--- src/rtl/l1b_read_request_scheduler_if.sv ---
// Read-select request/issue bundle between trigger logic (master) and the
// L1Buffer read-request scheduler (slave).
interface l1b_read_request_scheduler_if #(
  parameter int ADDR_WIDTH = 8
);
  logic                  R3_Req;
  logic [ADDR_WIDTH-1:0] R3_Addr;
  logic                  L1_Req;
  logic [ADDR_WIDTH-1:0] L1_Addr;
  logic                  ClearErr;
  logic                  AI;
  logic                  BI;
  logic [ADDR_WIDTH-1:0] AddressOut1;
  logic [ADDR_WIDTH-1:0] AddressOut2;
  logic                  R3_Full;
  logic                  L1_Full;
  logic                  R3_Overflow;
  logic                  L1_Overflow;
  logic                  Busy;

  modport master (
    output R3_Req, R3_Addr, L1_Req, L1_Addr, ClearErr,
    input  AI, BI, AddressOut1, AddressOut2,
    input  R3_Full, L1_Full, R3_Overflow, L1_Overflow, Busy
  );

  modport slave (
    input  R3_Req, R3_Addr, L1_Req, L1_Addr, ClearErr,
    output AI, BI, AddressOut1, AddressOut2,
    output R3_Full, L1_Full, R3_Overflow, L1_Overflow, Busy
  );
endinterface

--- src/rtl/l1b_read_request_scheduler.sv ---
// L1Buffer read-request scheduler: two request FIFOs (R3, L1), R3-priority
// arbitration with an L1-full override, single-cycle AI/BI issue pulses with
// held addresses, and a minimum SPACING-cycle gap between issues.
module l1b_read_request_scheduler #(
  parameter int ADDR_WIDTH = 8,
  parameter int FIFO_DEPTH = 4,
  parameter int SPACING    = 4
) (
  input logic CLK,
  input logic RSTB,
  l1b_read_request_scheduler_if.slave bus
);

  localparam int PW    = $clog2(FIFO_DEPTH);
  localparam int PTR_W = PW + 1;
  localparam int CW    = $clog2(SPACING + 1);

  typedef enum logic [1:0] {
    S_IDLE,
    S_ISSUE,
    S_GAP
  } state_t;

  state_t                r_state;
  logic [CW-1:0]         r_gap;
  logic                  r_ai;
  logic                  r_bi;
  logic [ADDR_WIDTH-1:0] r_out1;
  logic [ADDR_WIDTH-1:0] r_out2;
  logic                  r_ovf3;
  logic                  r_ovf1;

  logic [ADDR_WIDTH-1:0] r_mem3 [FIFO_DEPTH];
  logic [ADDR_WIDTH-1:0] r_mem1 [FIFO_DEPTH];
  logic [PTR_W-1:0]      r_wp3, r_rp3, r_wp1, r_rp1;

  logic w_empty3, w_empty1, w_full3, w_full1, w_any;
  logic w_go, w_pick1, w_pop3, w_pop1;
  logic w_push3, w_push1, w_drop3, w_drop1;
  logic [ADDR_WIDTH-1:0] w_head3, w_head1;

  assign w_empty3 = (r_wp3 == r_rp3);
  assign w_empty1 = (r_wp1 == r_rp1);
  assign w_full3  = (r_wp3[PW] != r_rp3[PW]) && (r_wp3[PW-1:0] == r_rp3[PW-1:0]);
  assign w_full1  = (r_wp1[PW] != r_rp1[PW]) && (r_wp1[PW-1:0] == r_rp1[PW-1:0]);
  assign w_any    = !w_empty3 || !w_empty1;
  assign w_head3  = r_mem3[r_rp3[PW-1:0]];
  assign w_head1  = r_mem1[r_rp1[PW-1:0]];

  // An issue is launched on the edge that enters ISSUE, so the pulse, the pop
  // and the address load all land on the same edge; that edge comes either
  // from IDLE or from the last GAP cycle.
  assign w_go    = w_any && ((r_state == S_IDLE) || ((r_state == S_GAP) && (r_gap == CW'(1))));
  assign w_pick1 = !w_empty1 && (w_empty3 || (w_full1 && !w_full3));
  assign w_pop3  = w_go && !w_pick1;
  assign w_pop1  = w_go && w_pick1;

  // A pop on a full queue frees the slot the simultaneous push needs.
  assign w_push3 = bus.R3_Req && (!w_full3 || w_pop3);
  assign w_push1 = bus.L1_Req && (!w_full1 || w_pop1);
  assign w_drop3 = bus.R3_Req && w_full3 && !w_pop3;
  assign w_drop1 = bus.L1_Req && w_full1 && !w_pop1;

  // Queue pointers and sticky overflow flags (set wins over ClearErr).
  always_ff @(posedge CLK or negedge RSTB) begin
    if (!RSTB) begin
      r_wp3  <= '0;
      r_rp3  <= '0;
      r_wp1  <= '0;
      r_rp1  <= '0;
      r_ovf3 <= 1'b0;
      r_ovf1 <= 1'b0;
    end else begin
      if (w_push3) r_wp3 <= r_wp3 + PTR_W'(1);
      if (w_pop3)  r_rp3 <= r_rp3 + PTR_W'(1);
      if (w_push1) r_wp1 <= r_wp1 + PTR_W'(1);
      if (w_pop1)  r_rp1 <= r_rp1 + PTR_W'(1);
      r_ovf3 <= (r_ovf3 && !bus.ClearErr) || w_drop3;
      r_ovf1 <= (r_ovf1 && !bus.ClearErr) || w_drop1;
    end
  end

  // Queue storage; contents are only observed through valid pointers.
  always_ff @(posedge CLK) begin
    if (w_push3) r_mem3[r_wp3[PW-1:0]] <= bus.R3_Addr;
    if (w_push1) r_mem1[r_wp1[PW-1:0]] <= bus.L1_Addr;
  end

  // Issue FSM with registered pulses and held addresses.
  always_ff @(posedge CLK or negedge RSTB) begin
    if (!RSTB) begin
      r_state <= S_IDLE;
      r_gap   <= '0;
      r_ai    <= 1'b0;
      r_bi    <= 1'b0;
      r_out1  <= '0;
      r_out2  <= '0;
    end else begin
      r_ai <= 1'b0;
      r_bi <= 1'b0;
      case (r_state)
        S_IDLE: begin
          if (w_go) r_state <= S_ISSUE;
        end
        S_ISSUE: begin
          r_gap   <= CW'(SPACING - 1);
          r_state <= S_GAP;
        end
        S_GAP: begin
          r_gap <= r_gap - CW'(1);
          if (r_gap == CW'(1)) r_state <= w_go ? S_ISSUE : S_IDLE;
        end
        default: r_state <= S_IDLE;
      endcase
      if (w_go) begin
        r_ai <= !w_pick1;
        r_bi <= w_pick1;
        if (w_pick1) r_out2 <= w_head1;
        else         r_out1 <= w_head3;
      end
    end
  end

  assign bus.AI          = r_ai;
  assign bus.BI          = r_bi;
  assign bus.AddressOut1 = r_out1;
  assign bus.AddressOut2 = r_out2;
  assign bus.R3_Full     = w_full3;
  assign bus.L1_Full     = w_full1;
  assign bus.R3_Overflow = r_ovf3;
  assign bus.L1_Overflow = r_ovf1;
  assign bus.Busy        = w_any || (r_state != S_IDLE);

endmodule

--- src/flat_wrapper.sv ---
// flat-port wrapper written by rule: the top's interface ports become plain ports
module l1b_read_request_scheduler_flat 
#(
  parameter int ADDR_WIDTH = 8,
  parameter int FIFO_DEPTH = 4,
  parameter int SPACING    = 4
)
  (CLK, RSTB, bus_R3_Req, bus_R3_Addr, bus_L1_Req, bus_L1_Addr, bus_ClearErr, bus_AI, bus_BI, bus_AddressOut1, bus_AddressOut2, bus_R3_Full, bus_L1_Full, bus_R3_Overflow, bus_L1_Overflow, bus_Busy);
  l1b_read_request_scheduler_if #(.ADDR_WIDTH(ADDR_WIDTH)) bus_i ();
  input logic CLK;
  input logic RSTB;
  input wire logic [$bits(bus_i.R3_Req)-1:0] bus_R3_Req;
  input wire logic [$bits(bus_i.R3_Addr)-1:0] bus_R3_Addr;
  input wire logic [$bits(bus_i.L1_Req)-1:0] bus_L1_Req;
  input wire logic [$bits(bus_i.L1_Addr)-1:0] bus_L1_Addr;
  input wire logic [$bits(bus_i.ClearErr)-1:0] bus_ClearErr;
  output wire logic [$bits(bus_i.AI)-1:0] bus_AI;
  output wire logic [$bits(bus_i.BI)-1:0] bus_BI;
  output wire logic [$bits(bus_i.AddressOut1)-1:0] bus_AddressOut1;
  output wire logic [$bits(bus_i.AddressOut2)-1:0] bus_AddressOut2;
  output wire logic [$bits(bus_i.R3_Full)-1:0] bus_R3_Full;
  output wire logic [$bits(bus_i.L1_Full)-1:0] bus_L1_Full;
  output wire logic [$bits(bus_i.R3_Overflow)-1:0] bus_R3_Overflow;
  output wire logic [$bits(bus_i.L1_Overflow)-1:0] bus_L1_Overflow;
  output wire logic [$bits(bus_i.Busy)-1:0] bus_Busy;
  assign bus_i.R3_Req = bus_R3_Req;
  assign bus_i.R3_Addr = bus_R3_Addr;
  assign bus_i.L1_Req = bus_L1_Req;
  assign bus_i.L1_Addr = bus_L1_Addr;
  assign bus_i.ClearErr = bus_ClearErr;
  assign bus_AI = bus_i.AI;
  assign bus_BI = bus_i.BI;
  assign bus_AddressOut1 = bus_i.AddressOut1;
  assign bus_AddressOut2 = bus_i.AddressOut2;
  assign bus_R3_Full = bus_i.R3_Full;
  assign bus_L1_Full = bus_i.L1_Full;
  assign bus_R3_Overflow = bus_i.R3_Overflow;
  assign bus_L1_Overflow = bus_i.L1_Overflow;
  assign bus_Busy = bus_i.Busy;
  l1b_read_request_scheduler #(.ADDR_WIDTH(ADDR_WIDTH), .FIFO_DEPTH(FIFO_DEPTH), .SPACING(SPACING)) u_core (.CLK(CLK), .RSTB(RSTB), .bus(bus_i));
endmodule
--- config.mk ---
export PLATFORM = sky130hd
export DESIGN_NAME = l1b_read_request_scheduler_flat
export DESIGN_NICKNAME = d
export VERILOG_FILES = /design/src/rtl/l1b_read_request_scheduler_if.sv /design/src/rtl/l1b_read_request_scheduler.sv /design/src/flat_wrapper.sv
export SDC_FILE = /design/constraint.sdc
export NUM_CORES = 1
export LEC_CHECK = 0
export ABC_CLOCK_PERIOD_IN_PS = 3700
export CORE_UTILIZATION = 60
export DETAILED_ROUTE_END_ITERATION = 8
export GPL_TIMING_DRIVEN = 0
export PLACE_DENSITY = 0.86
export SYNTH_ARGS = -nofsm -noshare
export SYNTH_HDL_FRONTEND = slang
export SYNTH_SLANG_ARGS = --single-unit
--- constraint.sdc ---
create_clock -name CLK -period 3.7 [get_ports CLK]
set_clock_uncertainty 0.1 [all_clocks]
set_input_delay 1.11 -clock CLK [delete_from_list [all_inputs] [get_ports CLK]]
set_output_delay 1.11 -clock CLK [all_outputs]
set_load 0.02 [all_outputs]
* Yosys cells after proc, flatten, opt, wreduce, memory -nomap -nowiden *
Memory sizes are Yosys's and may differ from the RTL's. A register that Yosys moved wholly into a read port is not among the register bits.
Cells that the tools add are included.

operators by class
  reduce and logical (&&, ||, !) cells = 40
  equality and inequality tests = 11
  bitwise operators = 1
  multiplexer cells = 11
  add/sub/neg operators = 5

operators by type and width
  operator             number
  $logic_and 1x1->1    16
  $add 3x1->3 const B  4
  $logic_not 1->1      10
  $logic_or 1x1->1     8
  $mux 1               7
  $eq 3x3->1           2
  $pmux 2 s3           1
  $pmux 3 s2           1
  $reduce_and 2->1     3
  $eq 2x2->1           2
  $mux 2               2
  $reduce_bool 2->1    2
  $eq 3x1->1 const B   1
  $sub 3x1->3 const B  1
  $eq 2x1->1 const B   1
  $eq 2x2->1 const B   1
  $logic_not 2->1      1
  $ne 1x1->1           2
  $ne 2x1->1 const B   1
  $ne 2x2->1 const B   1
  $not 1->1            1

storage, ports and cells
  logic and storage cells = 80
  flip-flop bits (word level) = 21
  memory bits (writable) = 64
  memories = 2
  output and inout bits = 23

memory list
  name           depth  bits a word  read ports  clocked after memory_dff  wr ports  RTL line                          text
  u_core.r_mem1  4      8            1           1                         1         l1b_read_request_scheduler.sv:34  logic [ADDR_WIDTH-1:0] r_mem1 [FIFO_DEPTH];
  u_core.r_mem3  4      8            1           1                         1         l1b_read_request_scheduler.sv:33  logic [ADDR_WIDTH-1:0] r_mem3 [FIFO_DEPTH];

* Longest topological paths before layout *
Gate-level depths: netlist of run 1.

  depth after elaboration = 12
  gate-level depth with buffers = 7
  depth with buffers taken out = 6

* Worst setup path before layout of run 1 *
No wires, ideal clock.

  path type = reg2out
  start point = register u_core.r_wp3[0]
  end point = output port bus_Busy
  cell stages (with the launch flop) = 4
  arrival time = 1,591 ps
  data required time = 2,490 ps
  slack = 899 ps
  cell sequence = dfrtp_1 > xor2_1 > or4_4 > or3_1

between the ends
  word-level cells in the longest chain between the ends = 4

ends and longest elaborated chain
  element                 RTL line                           text
  from (decl)             l1b_read_request_scheduler.sv:35   logic [PTR_W-1:0] r_wp3, r_rp3, r_wp1, r_rp1;
  from (signal assigned)  l1b_read_request_scheduler.sv:74   if (w_push3) r_wp3 <= r_wp3 + PTR_W'(1);
  $eq 3x3->1              l1b_read_request_scheduler.sv:42   assign w_empty3 = (r_wp3 == r_rp3);
  $logic_not 1->1         l1b_read_request_scheduler.sv:46   assign w_any = !w_empty3 || !w_empty1;
  $logic_or 1x1->1        l1b_read_request_scheduler.sv:46
  $logic_or 1x1->1        l1b_read_request_scheduler.sv:132  assign bus.Busy = w_any || (r_state != S_IDLE);
  to (decl)               flat_wrapper.sv:25                 output wire logic [$bits(bus_i.Busy)-1:0] bus_Busy;

Every way passes these cells.

* Worst setup path in the final report of run 1 *
Ends and elaborated chain as after synthesis.

==> metrics.txt, run 1 <==
Worst R2R Start=u_core.r_state[0]$_DFFE_PN0P_; worst reg2reg path endpoint=u_core.r_mem3[3][4]$_DFFE_PP_; r2r setup slk=1.08 ns; Critical Path AT=2.28 ns; clock sinks=101; fin. max-slew vios=0; Final Critical Period=3.49 ns; min-delay src=u_core.r_wp3[2]$_DFFE_PN0P_; GR Util All Layers=20.9%; Slew @ Worst Pin=1.09 ns; Starting Density=63.1%; critical path class=reg2out; Final period util=94.3%; register area share after synthesis=65.7%; Die Y=87.0 µm; layout cells sized above 1=19.5%; Worst-path clk slew=0.10 ns; CP required=2.49 ns; CORE AREA=0.00687 mm²; Top FF cell, synth=edfxtp_1; vias per cell=5.41; clock tree from TritonCTS=built; RSZ-0062 raised after global routing=false; Cell Count, Final, Fillers Out=393; hold path depth=1; cell row count=30; Max-cap violations=0; Crit Path Max Fanout=5; first-pass GRT wire length=11.1 mm; Post-synth ARST share=36.6%; DIE AREA=0.00757 mm²; Overall Power=4.54 mW; routed wire length=6.81 mm; power per cell area=892 mW/mm²; Fin Setup TNS=0 ns; Iter 0 DRT Violations=94; total CTS buffers=9; H-tree depth=3; Post-synth EDFFs=64; clk buf depth=2; CP startpoint kind=flop; status=completed; Yosys warnings=0; root buffer cell=clkbuf_8; final instance area=0.00509 mm²; DRT Pass-1 Iters=4; Leak=1.94 nW; Worst Hold End=u_core.r_wp3[2]$_DFFE_PN0P_; n_diodes=0; CP Capture Type=output port; hold slack final=0.398 ns; Via Count=2128; Yosys cell types=42; number of I/O port buffers=43; Cells after Synth=238; Max transition margin=27.2%; DIE WIDTH=87.0 µm; Cell Area, Placed=0.00488 mm²; hold crit path type=reg2reg; HPWL Detailed=4.68 mm; wire per inst=17.3 µm; FF-to-FF path depth=5; clk_lat worst skew=0.37 ns; largest net degree at the start of global routing=38; Synth Register Bits=101; Max VDD drop=0.404 mV; Setup violations, final=0; DRC errors left=0; Placed Cells=377; Area Overhead vs Synth=17.5%; Mapped Area=0.00433 mm²; Final Hold Vio Count=0; initial antenna violation count=0; nets=329; syn avg cell area=18.2 µm²; Synth Net Count=275; Placer Congestion=0.773; post-route ant nets=0; Max Fclk=287 MHz; vias in the first global route=2180; IO Count=44; total grt overflow=0
stage by stage:
| step | setup WS [ns] | util [%] |
|---|---|---|
| 2_1_floorplan | 0.899 | - |
| 3_3_place_gp | 0.415 | 71.1 |
| 3_5_place_dp | 0.393 | 71.0 |
| 4_1_cts | 0.195 | 74.1 |
| 5_1_grt | 0.114 | 74.1 |
| 6_report | 0.211 | 74.1 |
cell usage after synthesis, types with 2 or more instances:
master    number  area [µm²]
and2_1         7        43.8
buf_4          2        15.0
inv_1         14        52.6
o21a_1         2        15.0
buf_6          3        33.8
o311ai_1       2        17.5
edfxtp_1      64        1920
mux4_1         6         158
ha_1          16         200
nand3b_1       2        15.0
mux4_2        10         225
nand3_1        2        10.0
dfrtp_1       37         926
nor2_1         2        7.51
xnor2_1        4        35.0
xnor2_2        4        65.1
nand2_1        7        26.3
xor2_1         8        70.1
mux2_2         5        56.3
o211ai_1       3        22.5
mux2_1         9         101
mux2_4         7         105
o21ai_0        3        15.0
report_power, final:
| group | switching [mW] | internal (mW) |
|---|---|---|
| registers | 0.189 | 1.58 |
| clock network | 0.389 | 0.343 |
| logic | 1.02 | 1.02 |
placed cells by master, fill, tap and decap left out, types with 3 or more instances in the layout:
cell type	n
edfxtp_1	64
clkdlybuf4s50_1	41
dfrtp_1	37
ha_1	16
inv_1	14
mux4_2	10
clkbuf_8	10
mux2_1	9
xor2_1	8
and2_1	7
nand2_1	7
mux2_4	7
mux4_1	6
mux2_2	5
xnor2_2	4
xnor2_1	4
buf_6	3
o211ai_1	3
o21ai_0	3
sequential cells by signal, summed over array words and instances (netlist names), 2 cells and up:
name,count
u_core.r_state,2
u_core.r_rp1,3
u_core.r_rp3,3
u_core.r_mem1,32
u_core.bus.AddressOut2,8
u_core.r_mem3,32
u_core.r_wp1,3
u_core.r_wp3,3
u_core.r_gap,3
u_core.bus.AddressOut1,8
worst max path at each step:
stage                                      from        to  slack (ns)  cells after the start
CTS                 u_core.r_wp3[0]$_DFFE_PN0P_  bus_Busy        0.20                      4
finish              u_core.r_wp3[0]$_DFFE_PN0P_  bus_Busy        0.21                      4
detailed placement  u_core.r_wp3[0]$_DFFE_PN0P_  bus_Busy        0.39                      4
global placement    u_core.r_wp3[0]$_DFFE_PN0P_  bus_Busy        0.41                      4
global route        u_core.r_wp3[0]$_DFFE_PN0P_  bus_Busy        0.11                      4
floorplan           u_core.r_wp3[0]$_DFFE_PN0P_  bus_Busy        0.90                      3
critical path, stage by stage (launching register included):
cell and delay, ns:
dfrtp_1 0.48, xor2_1 0.20, or4_4 0.58, or3_1 0.32, dlygate4sd2_1 0.32
area by class of cell:
type	count	area, µm²
Tap cell	96	120
Timing Repair Buffer	43	424
Clock buffer	10	138
Sequential cell	101	2850
Clock inverter	6	76.3
Multi-Input combinational cell	116	1360
Buffer	6	68.8
Fill cell	416	1780
Inverter	15	56.3
routing by layer:
metal | share of wire (%) | global-route usage [%]
met1 | 44 | 27.1
met2 | 51 | 33.6
met3 | 3.4 | 6.35
met4 | 1.5 | 7.73
met5 | 0 | 0
cell families after synthesis:
logic type | synth area share [%]
compound gates | 4.30
buf+inv | 2.89
mux | 15.1
simple gates | 3.41
xor+xnor | 3.93
flops | 65.7
fa+ha+maj | 4.62
repair_timing:
| action | in CTS | in global routing |
|---|---|---|
| hold buffers | 0 | 0 |
| endpoints found under the setup margin | 1 | 0 |
| setup buffers | 0 | 0 |
| gates resized for setup | 1 | 0 |
No activity file was read; power rests on OpenSTA's default activity.
==> run 2: changes to the inputs <==
--- a/config.mk
+++ b/config.mk
@@ -6,10 +6,10 @@
 export NUM_CORES = 1
 export LEC_CHECK = 0
 export ABC_CLOCK_PERIOD_IN_PS = 3700
-export CORE_UTILIZATION = 60
+export CORE_UTILIZATION = 34
 export DETAILED_ROUTE_END_ITERATION = 8
 export GPL_TIMING_DRIVEN = 0
-export PLACE_DENSITY = 0.86
+export PLACE_DENSITY = 0.54
 export SYNTH_ARGS = -nofsm -noshare
 export SYNTH_HDL_FRONTEND = slang
 export SYNTH_SLANG_ARGS = --single-unit
==> run 2 against run 1 <==
Worst setup slack improved by 0.022 ns. Critical path depth stayed put. Utilization decreased by 31 points. Count of clock-buffer cells in the layout stayed put. Routed wire length up 8.0%.
==> metrics.txt, run 2 (same netlist as run 1, synthesis figures left out) <==
Gate power share=43.7% (-1.2 points); hold path depth=1 (unchanged); Reg power frac=38.1% (-0.9 points); root buffer cell=clkbuf_16; status=completed; Area Overhead vs Synth=21.3%; met3 Usage GRT=4.43% (-1.9 points); Via Count=2138 (+0.47%); Most Used Layer, Global Route=met2; Final period util=93.7% (-0.60 points); Slew @ Worst Pin=1.15 ns (+0.0544 ns); Final Critical Period=3.47 ns (-0.0223 ns); final core utilization=43.1% (-31 points); Placer Congestion=0.779 (+0.71%); wire per inst=15.8 µm (-8.7%); Final Hold Vio Count=0 (unchanged); number of I/O port buffers=43 (unchanged); Worst-path clk slew=0.06 ns (-0.04 ns); sw frac=34.2% (-0.97 points); GR Util All Layers=12.6% (-8.3 points); cell row count=40 (+33%); Starting Density=35.5% (-28 points); layout cells sized above 1=18.9% (-0.67 points); Worst Hold End=u_core.r_rp3[2]$_DFFE_PN0P_; Die Y=115 µm (+32%); DIE WIDTH=115 µm (+32%); DRT Pass-1 Iters=4 (unchanged); vias per cell=4.60 (-15%); DRC errors left=0 (unchanged); Crit Path Max Fanout=5 (unchanged); grt met1 use=15.2% (-12 points); CP Capture Type=output port; first-pass GRT wire length=11.8 mm (+6.3%); met2 Track Usage GR=20.7% (-13 points); Register Area=0.00285 mm² (unchanged); leading cell types in the layout, fill and taps excluded=edfxtp_1 (64), clkdlybuf4s50_1 (41), dfrtp_1 (37); post-route ant nets=0 (unchanged); P_int=3.05 mW (+3.8%); total CTS buffers=9 (unchanged); Setup violations, final=0 (unchanged); Worst R2R Start=u_core.r_state[0]$_DFFE_PN0P_; CORE AREA=0.0122 mm² (+78%); initial antenna violation count=0 (unchanged); RSZ-0062 raised after global routing=false; power per cell area=883 mW/mm² (-0.99%); clock tree from TritonCTS=built; n_diodes=0 (unchanged); HPWL Detailed=5.06 mm (+8.3%); Max Fclk=288 MHz (+0.64%); worst reg2reg path endpoint=u_core.r_mem3[3][5]$_DFFE_PP_; CP required=2.49 ns (about the same); Fin Setup TNS=0 ns (unchanged); total grt overflow=0 (unchanged); IO Count=44 (unchanged); Hold Buf Count CTS=0 (unchanged); commonest non-fill, non-tap cell in the layout=edfxtp_1; routed wire length=7.35 mm (+8.0%); fill cell total of the finished layout=1153 (+180%); min-delay src=u_core.r_rp3[2]$_DFFE_PN0P_; Max VDD drop=0.293 mV (-27%); hold crit path type=reg2reg; clk buf depth=2 (unchanged); Leak=1.97 nW (+1.5%); fin. max-slew vios=0 (unchanged); Net Sw Power=1.59 mW (-0.55%); Overall Power=4.64 mW (+2.2%); FF-to-FF path depth=5 (unchanged); critical path class=reg2out; vias in the first global route=2201 (+0.96%); DIE AREA=0.0132 mm² (+74%); nets=330 (+0.30%); largest net degree at the start of global routing=21 (-45%); clock power share=18.1% (+2.0 points); r2r setup slk=1.05 ns (-0.03 ns); H-tree depth=3 (unchanged); Multi-input gate area=0.00136 mm² (unchanged); Critical Path AT=2.26 ns (-0.02 ns); clk_lat worst skew=0.34 ns (-0.03 ns); CP startpoint kind=flop; Iter 0 DRT Violations=61 (-35%); clock sinks=101 (unchanged); Max-cap violations=0 (unchanged); Max transition margin=23.5% (-3.6 points)
run 2: cell count changes in the layout (fill, tap and decap cells not counted), sizes merged:
cell and change:
inv -1, bufinv -1, clkinvlp +1, buf +1
run 2: cell type report:
| class | instances | area share (%) |
|---|---|---|
| Multi-Input combinational cell | 116 | 25.9 |
| Clock inverter | 5 | 0.643 |
| Buffer | 6 | 1.31 |
| Inverter | 15 | 1.07 |
| Clock buffer | 10 | 4.36 |
| Sequential cell | 101 | 54.2 |
| Timing Repair Buffer | 44 | 8.59 |
| Tap cell | 168 | 4.00 |
run 2: worst max path at each step:
stage,start,slack [ns],end,depth (start not counted)
floorplan,u_core.r_wp3[0]$_DFFE_PN0P_,0.90,bus_Busy,3
global placement,RSTB,0.25,u_core.bus.AddressOut2[5]$_DFFE_PN0P_,1
detailed placement,u_core.r_wp3[0]$_DFFE_PN0P_,0.37,bus_Busy,4
CTS,u_core.r_wp3[0]$_DFFE_PN0P_,0.21,bus_Busy,4
global route,u_core.r_wp3[1]$_DFFE_PN0P_,0.17,bus_Busy,4
finish,u_core.r_wp3[0]$_DFFE_PN0P_,0.23,bus_Busy,4
run 2: metrics by stage:
| step | area [µm²] | hold slack, ns | setup WS, ns | instances |
|---|---|---|---|---|
| 2_1_floorplan | 4330 | 0.360 | 0.899 | 238 |
| 3_3_place_gp | 4970 | 0.369 | 0.246 | 449 |
| 3_5_place_dp | 5000 | 0.379 | 0.373 | 450 |
| 4_1_cts | 5260 | 0.395 | 0.212 | 465 |
| 5_1_grt | 5260 | 0.410 | 0.166 | 465 |
| 6_report | 5260 | 0.387 | 0.233 | 465 |
run 2: timing repair:
item | CTS | global route
resized for setup | 1 | 0
buffers inserted | 0 | 0
setup endpoints to repair | 1 | 0
run 2: routing by layer:
metal / routed length, µm / share of wire [%]
met4: 124 / 1.7
met5: 0 / 0
met3: 291 / 4.0
met2: 3620 / 49
met1: 3320 / 45
run 2: worst max-delay path: stages (launching register included):
cell and delay (ns):
dfrtp_1 0.46, xor2_1 0.21, or4_4 0.58, or3_1 0.34
dlygate4sd2_1 0.33
run 2: power groups by stage:
stage          sequential (mW)  clock (mW)  combinational (mW)
4_1_cts                   1.78       0.872                2.08
3_3_place_gp              1.78           0                2.04
3_5_place_dp              1.80           0                2.07
2_1_floorplan             1.88           0                1.35
5_1_grt                   1.81       0.921                2.21
6_report                  1.77       0.842                2.03
==> run 3: changes to the inputs <==
--- a/config.mk
+++ b/config.mk
@@ -6,10 +6,11 @@
 export NUM_CORES = 1
 export LEC_CHECK = 0
 export ABC_CLOCK_PERIOD_IN_PS = 3700
-export CORE_UTILIZATION = 34
+export CAP_MARGIN = 5
+export CORE_UTILIZATION = 50
 export DETAILED_ROUTE_END_ITERATION = 8
 export GPL_TIMING_DRIVEN = 0
-export PLACE_DENSITY = 0.54
+export PLACE_DENSITY = 0.74
 export SYNTH_ARGS = -nofsm -noshare
 export SYNTH_HDL_FRONTEND = slang
 export SYNTH_SLANG_ARGS = --single-unit
==> run 3 against run 2 <==
Design area is 3.6% lower. Combinational power about the same. Fmax is 1.0% lower. Utilization rose by 18 points. Clock power fell by 23%. Worst setup slack got worse by 0.037 ns. Global-route usage grew 4.3 points. First-iteration DRC count rose by 23%. Sequential share of layout area rose by 2.0 points. Cell count decreased by 14%.
==> metrics.txt, run 3 (same netlist as run 1, synthesis figures left out) <==
status=completed; Via Count=2149 (+0.51%); H-tree depth=3 (unchanged); IO Count=44 (unchanged); Critical Path Max Stage Delay=0.58 ns (about the same); initial antenna violation count=0 (unchanged); first-pass GRT wire length=10.9 mm (-7.6%); Leak=1.93 nW (-2.2%); Max Fclk=285 MHz (-1.0%); CP Capture Type=output port; Gate power share=45.5% (+1.8 points); clk buf depth=2 (unchanged); total grt overflow=0 (unchanged); HPWL Detailed=4.60 mm (-9.1%); post-route ant nets=0 (unchanged); Cell Area, Placed=0.00489 mm² (-2.1%); layout cells sized above 1=19.5% (+0.67 points); Fin Setup TNS=0 ns (unchanged); CP startpoint kind=flop; vias per cell=5.35 (+16%); critical path class=reg2out; wire per inst=16.8 µm (+6.2%); DRC errors left=0 (unchanged); Final Hold Vio Count=0 (unchanged); Starting Density=52.2% (+17 points); Hold Buf Count CTS=0 (unchanged); Critical Path AT=2.29 ns (+0.03 ns); total CTS buffers=9 (unchanged); largest net degree at the start of global routing=38 (+81%); CP Cell Sequence=xor2_1, or4_4, or3_1, dlygate4sd2_1; dpl ws=0.366 ns (-0.00719 ns); power per cell area=876 mW/mm² (-0.78%); root buffer cell=clkbuf_8; setup repair bufs after CTS=0 (unchanged); clock power share=14.7% (-3.4 points); post-route setup slack=0.197 ns (-0.0365 ns); Final period util=94.7% (+0.99 points); CP required=2.49 ns (about the same); Crit Path Max Fanout=5 (unchanged); Placed Cells=386 (-14%); RSZ-0062 raised after global routing=false; DIE WIDTH=95.1 µm (-17%); Final Critical Period=3.50 ns (+0.0365 ns); cell row count=33 (-18%); Worst-path clk slew=0.09 ns (+0.03 ns); sw frac=35.8% (+1.6 points); leading cell types in the layout, fill and taps excluded=edfxtp_1 (64), clkdlybuf4s50_1 (41), dfrtp_1 (37); hold slack final=0.387 ns (-0.000743 ns); Max transition margin=31.4% (+7.9 points); DRT Pass-1 Iters=4 (unchanged); Iter 0 DRT Violations=75 (+23%); clock sinks=101 (unchanged); Slew @ Worst Pin=1.03 ns (-0.118 ns); Area Overhead vs Synth=17.0%; Max-cap violations=0 (unchanged); P_int=2.85 mW (-6.6%); commonest non-fill, non-tap cell in the layout=edfxtp_1; clock tree from TritonCTS=built; final instance area=0.00507 mm² (-3.6%); hold crit path type=reg2reg; Reg power frac=39.8% (+1.7 points); Cell Count, Final, Fillers Out=402 (-14%); CP max stage cell=or4_4; nets=329 (-0.30%); Placer Congestion=0.734 (-5.8%); fin. max-slew vios=0 (unchanged); vias in the first global route=2219 (+0.82%); n_diodes=0 (unchanged); number of I/O port buffers=43 (unchanged); Die Y=95.1 µm (-17%); Net Sw Power=1.59 mW (about the same); DIE AREA=0.00904 mm² (-31%); GR Util All Layers=16.9% (+4.3 points); Setup violations, final=0 (unchanged); clk_lat worst skew=0.37 ns (+0.03 ns); fill cell total of the finished layout=622 (-46%); CORE AREA=0.00830 mm² (-32%); routed wire length=6.75 mm (-8.2%); Max VDD drop=0.333 mV (+14%)
==> run 3: cell count changes in the layout (fill, tap and decap cells not counted), sizes merged <==
cell and delta:
clkinvlp -1, buf -1, inv +2, clkbuf -1, clkinv +1
==> run 3: path summary, 6_finish.rpt <==
| kind | from | end | slack [ns] | cells after the start |
|---|---|---|---|---|
| worst min-delay path | u_core.r_wp3[2]$_DFFE_PN0P_ | u_core.r_wp3[2]$_DFFE_PN0P_ | 0.39 | 1 |
| worst min register to register | u_core.r_wp3[2]$_DFFE_PN0P_ | u_core.r_wp3[2]$_DFFE_PN0P_ | 0.39 | 1 |
| max in group asynchronous | RSTB | u_core.r_rp3[2]$_DFFE_PN0P_ | 2.21 | 1 |
| worst max register to register | u_core.r_state[0]$_DFFE_PN0P_ | u_core.r_mem3[3][5]$_DFFE_PP_ | 1.13 | 5 |
| min in group asynchronous | RSTB | u_core.r_rp1[0]$_DFFE_PN0P_ | 0.74 | 1 |
| worst max-delay path | u_core.r_wp3[0]$_DFFE_PN0P_ | bus_Busy | 0.20 | 4 |
==> run 3: worst max-delay path: cells and delay by family, from the launching register on <==
family | cells | cell delay, ns
simple gates | 2 | 0.91
flops | 1 | 0.47
buf+inv | 1 | 0.33
xor+xnor | 1 | 0.21
==> run 3: final cells by class <==
type	count	area [µm²]	area share, %
timing repair buffer	43	424	8.37
multi-input combinational	116	1360	26.8
clock inverter	7	56.3	1.11
buffer	6	68.8	1.36
inverter	15	56.3	1.11
sequential	101	2850	56.2
clock buffer	9	124	2.44
tap	105	131	2.59
==> run 3: metrics by stage <==
step | power [mW] | utilization [%]
2_1_floorplan | 3.24 | -
3_3_place_gp | 3.77 | 59.0
3_5_place_dp | 3.85 | 58.9
4_1_cts | 4.49 | 61.1
5_1_grt | 4.71 | 61.1
6_report | 4.44 | 61.1
==> run 3: power by group through the flow <==
stage          clock network [mW]  logic, mW  registers (mW)
2_1_floorplan                   0       1.35            1.88
5_1_grt                     0.711       2.19            1.81
6_report                    0.651       2.02            1.77
3_3_place_gp                    0       1.99            1.78
3_5_place_dp                    0       2.05            1.80
4_1_cts                     0.666       2.05            1.78
==> run 3: timing repair <==
action	in CTS	in global routing
endpoints found under the setup margin	1	0
gates resized for setup	1	0
hold endpoints to repair	0	0
==> run 3: routing by layer <==
layer,GRT usage [%],vias up,share of wire [%]
met5,0,-,0
met4,8.33,0,2.1
met3,3.91,12,3.0
met2,27.0,36,49
met1,21.8,1088,45
li1,-,1013,-
